$ cat src/rtl/serial_adder_sub.sv
// Bit-serial adder/subtractor: one full-add bit per clock through a carry flop.
// Operands enter on an in_valid/in_ready handshake; the result, carry-out and
// signed-overflow flag leave on an out_valid/out_ready handshake.
//
// state | meaning
// ------+---------------------------------------------------------------
// IDLE  | waiting for operands, in_ready=1
// RUN   | adding one bit per edge, LSB first, busy=1
// DONE  | result held on sum/carry/overflow, out_valid=1 until out_ready
module serial_adder_sub #(
  parameter int WIDTH = 8
) (
  input  logic             clk,
  input  logic             rst,
  input  logic             in_valid,
  output logic             in_ready,
  input  logic             in_sub,
  input  logic [WIDTH-1:0] inA,
  input  logic [WIDTH-1:0] inB,
  output logic             out_valid,
  input  logic             out_ready,
  output logic [WIDTH-1:0] sum,
  output logic             carry,
  output logic             overflow,
  output logic             busy
);

  localparam int CNT_W = $clog2(WIDTH + 1);

  typedef enum logic [1:0] {
    IDLE = 2'd0,
    RUN  = 2'd1,
    DONE = 2'd2
  } state_t;

  state_t state, state_nxt;

  logic [WIDTH-1:0] a_sh, b_sh, s_sh, s_nxt;
  logic [WIDTH-1:0] sum_q;
  logic [CNT_W-1:0] cnt;
  logic             c, c_nxt, s_bit, last;
  logic             carry_q, overflow_q;

  // Single full-add cell operating on the LSBs of the operand shifters.
  always_comb begin
    s_bit = a_sh[0] ^ b_sh[0] ^ c;
    c_nxt = (a_sh[0] & b_sh[0]) | (a_sh[0] & c) | (b_sh[0] & c);
    last  = (cnt == CNT_W'(WIDTH - 1));
    // The new sum bit enters at the MSB so the LSB-first result lands aligned.
    s_nxt = s_sh >> 1;
    s_nxt[WIDTH-1] = s_bit;
  end

  // State register.
  always_ff @(posedge clk or posedge rst) begin
    if (rst) state <= IDLE;
    else     state <= state_nxt;
  end

  // Next-state decode; the final RUN edge is the one that consumes the MSB.
  always_comb begin
    state_nxt = state;
    case (state)
      IDLE:    if (in_valid)  state_nxt = RUN;
      RUN:     if (last)      state_nxt = DONE;
      DONE:    if (out_ready) state_nxt = IDLE;
      default:                state_nxt = IDLE;
    endcase
  end

  // Operand/sum shifters, carry flop, bit counter and the held result.
  always_ff @(posedge clk or posedge rst) begin
    if (rst) begin
      a_sh       <= '0;
      b_sh       <= '0;
      s_sh       <= '0;
      c          <= 1'b0;
      cnt        <= '0;
      sum_q      <= '0;
      carry_q    <= 1'b0;
      overflow_q <= 1'b0;
    end else begin
      case (state)
        IDLE: begin
          if (in_valid) begin
            // Subtract as A + ~B + 1: the +1 rides in as the initial carry.
            a_sh <= inA;
            b_sh <= in_sub ? ~inB : inB;
            c    <= in_sub;
            cnt  <= '0;
            s_sh <= '0;
          end
        end
        RUN: begin
          a_sh <= a_sh >> 1;
          b_sh <= b_sh >> 1;
          s_sh <= s_nxt;
          c    <= c_nxt;
          cnt  <= cnt + CNT_W'(1);
          if (last) begin
            // c still holds the carry into the MSB here.
            sum_q      <= s_nxt;
            carry_q    <= c_nxt;
            overflow_q <= c ^ c_nxt;
          end
        end
        default: ;
      endcase
    end
  end

  // Handshake and status outputs decode from state only.
  assign in_ready  = (state == IDLE);
  assign busy      = (state == RUN);
  assign out_valid = (state == DONE);
  assign sum       = sum_q;
  assign carry     = carry_q;
  assign overflow  = overflow_q;

endmodule

$ cat config.mk
export PLATFORM = sky130hd
export DESIGN_NAME = serial_adder_sub
export DESIGN_NICKNAME = d
export VERILOG_FILES = /design/src/rtl/serial_adder_sub.sv
export SDC_FILE = /design/constraint.sdc
export NUM_CORES = 1
export LEC_CHECK = 0
export ABC_AREA = 1
export BUFFER_PORTS_ARGS = -buffer_cell sky130_fd_sc_hd__clkbuf_2
export CAP_MARGIN = 25
export CORE_ASPECT_RATIO = 1.5
export CORE_MARGIN = 2
export CORE_UTILIZATION = 35
export DETAILED_ROUTE_END_ITERATION = 8
export PLACE_DENSITY = 0.57
export SLEW_MARGIN = 5
export SYNTH_ARGS = -nofsm -noshare
export SYNTH_HDL_FRONTEND = slang
export SYNTH_SLANG_ARGS = --single-unit
$ cat constraint.sdc
create_clock -name clk -period 1.8 [get_ports clk]
set_clock_uncertainty 0.1 [all_clocks]
set_input_delay 0.27 -clock clk [delete_from_list [all_inputs] [get_ports clk]]
set_output_delay 0.27 -clock clk [all_outputs]
set_load 0.005 [all_outputs]
==> results.cfg <==
[outcome]
status = finished, final reports clean

[cells_and_area]
drive_above_1_share = 0.2083
fin_util = 0.4192
layout_commonest_cell = nand2_1
mostFrequentLayoutCells = nand2_1 (85), nand3_1 (48), dfrtp_1 (40), clkbuf_2 (33), inv_1 (17)
area_growth_pct = 17.51
num-nets-final = 286
antennaDiodeCount = 0
fillers = 580

[detailed_routing]
drt_first_pass_iters = 4
drc = 0
num_vias = 1529
detail-route-antenna-nets = 0
routedWlPerCell_um = 11.57
routed_wl_um = 3864
drt_iter0_markers = 67
viasPerCell = 4.578

[synthesis]
synthSimpleGateAreaFrac = 0.3379
synth_compound_area_frac = 0.04021
synth-adder-area-share = 0.01686
ys_seq_elements = 40
synth_xor_area_frac = 0.009079
avgSynthCellArea_um2 = 8.462
synth.distinct_cells = 25
netlist_area_mm2 = 0.001929
syn_inst = 228
yosys.area.top_type_share = 0.5188
synth_top_family_by_area = simple AND/OR/NAND/NOR gates
syn-num-nets = 251
yosysWarningCount = 0
synth_top_area_cell = dfrtp_1
ys_seq_area_frac = 0.5188
yosys-top-cells-area = dfrtp_1 (52%), nand2_1 (17%), nand3_1 (12%)
synth.mux.area_fraction = 0

[critical_path]
cp-end-kind = output pin
r2r_end = sum[1]$_DFFE_PP0P_
r2r_cells = 6
critPathRequiredTime_ps = 1430
crit_fanout = 8
critPathCapture = busy
ff2ff_setup_slack_ps = 280
r2r-start = cnt[0]$_DFFE_PP0P_
startpoint = state[0]$_DFFE_PP0P_
cp.arrival_ps = 1200
worstSetupPathType = flip-flop to output pin
startpoint_type = flip-flop

[placed_design]
dpl.hpwl_um = 2761
gp_congestion = 0.7637
port_buffers = 33

[sta]
slew_headroom = 0.6612
max_slew.worst_pin.slew_ps = 508.3
max_freq_mhz = 637.9
finalSetupViolations = 0
setup_tns_ps = 0
grt_setup_unrepaired = no
fin_crit_ps = 1568
period_share = 0.8709
slew_viol_final = 0
finalHoldViolCount = 0

[cts]
cts-root-buf = clkbuf_8
tritoncts = done
cts_setup_buffers = 0
cts.sinks = 40
clockBufferDepth = 2
clk_pin_slew_ps = 80
cts_buffers = 5
htree_levels = 2
clkLatencyLatePin_ps = 290

[grt]
grt_pass1_wl_um = 6768
grt_pass1_vias = 1501
overflow = 0
grt_usage = 0.1444
antenna_found_initial = 0
grt_max_degree = 41

[die]
start_util = 0.3567
dieArea_mm2 = 0.006134
die_h_um = 94.93
core-area_mm2 = 0.005409
io_pins = 34
rows = 33
die_x_um = 64.62

[power]
vdd_drop_max_v = 0.0004528
cellPowerDensity_mw_per_mm2 = 1549
cellLeakagePower_uw = 0.001234

[min_path]
min_path_type = input pin to flip-flop

[job]
maxCapViolations = 0
==> state kept, by name, indices dropped and copies added, names as in the netlist <==
name	flops
overflow	1
carry	1
state	2
a_sh	8
s_sh	7
c	1
cnt	4
sum	8
b_sh	8
==> critical path, stage by stage (launching register included) <==
cell and delay, ps:
dfrtp_1 470, inv_1 110, nor2_4 190, clkbuf_2 150
==> cells in the mapped netlist <==
library cell	n
inv_1	17
nand2_2	1
nor2_8	1
nor2_4	2
fa_1	1
buf_2	2
nand3_1	48
xor2_1	1
o21ai_0	4
o22ai_1	3
nand2_4	2
nand4_1	1
nor2_1	4
ha_1	1
buf_6	1
o21ai_2	2
a21oi_2	1
buf_8	1
nand2_1	85
xnor2_1	1
buf_4	6
o21ai_1	1
inv_2	1
o31ai_1	1
dfrtp_1	40
==> worst min path at each step <==
stage / start / endpoint / slack [ps] / cells past startpoint
6_report: out_ready / state[1]$_DFFE_PP0P_ / 60 / 2
2_1_floorplan: out_ready / state[1]$_DFFE_PP0P_ / 270 / 1
5_1_grt: out_ready / state[1]$_DFFE_PP0P_ / 60 / 2
3_3_place_gp: rst / a_sh[1]$_DFFE_PP0P_ / 310 / 3
4_1_cts: out_ready / state[1]$_DFFE_PP0P_ / 50 / 2
3_5_place_dp: rst / a_sh[1]$_DFFE_PP0P_ / 310 / 3
==> cell type report <==
cell class	instances	area, um^2	area share
clock inverters	1	30.03	0.01325
flip-flops and latches	40	1001	0.4415
inverters	18	67.56	0.02980
well taps	70	87.58	0.03863
clock buffers	7	96.34	0.04249
multi-input cells	160	779.5	0.3438
repair buffers	38	205.2	0.09051
==> metrics by stage <==
stage | setup WS, ps | hold WS [ps] | area (um^2) | power (uW) | std cells
floorplan | 454.4 | 266.7 | 1929 | 2439 | 228
global placement | 359.4 | 308.0 | 2131 | 2733 | 325
detailed placement | 267.1 | 311.0 | 2131 | 2759 | 325
CTS | 212.7 | 52.90 | 2267 | 3563 | 334
global route | 110.4 | 60.39 | 2267 | 3817 | 334
finish | 232.3 | 59.69 | 2267 | 3512 | 334
==> power breakdown <==
| part | total, uW | switching, uW | internal [uW] | leakage, uW |
|---|---|---|---|---|
| registers | 1500 | 243 | 1250 | 0.000522 |
| logic | 1220 | 735 | 481 | 0.000648 |
| clock network | 799 | 309 | 489 | 0.0000645 |
==> layer usage <==
metal | GRT usage | share of wire | vias to the layer above
met5 | 0 | 0 | -
met4 | 0.07979 | 0.018 | 0
met3 | 0.02503 | 0.031 | 4
met2 | 0.2465 | 0.50 | 28
met1 | 0.1710 | 0.46 | 697
li1 | - | - | 800
==> logic make-up after synthesis <==
group,count (synthesis)
and+or+nand+nor,144
DFF,40
buffers and inverters,28
AOI/OAI and AO/OA,12
xor gates and xnor gates,2
adders and majority gates,2
==> repair_timing <==
action | CTS | global route
endpoints found under the hold margin | 32 | 0
hold buffers | 1 | 0
gates resized for setup | 0 | 0
(Power assumes the default switching activity.)
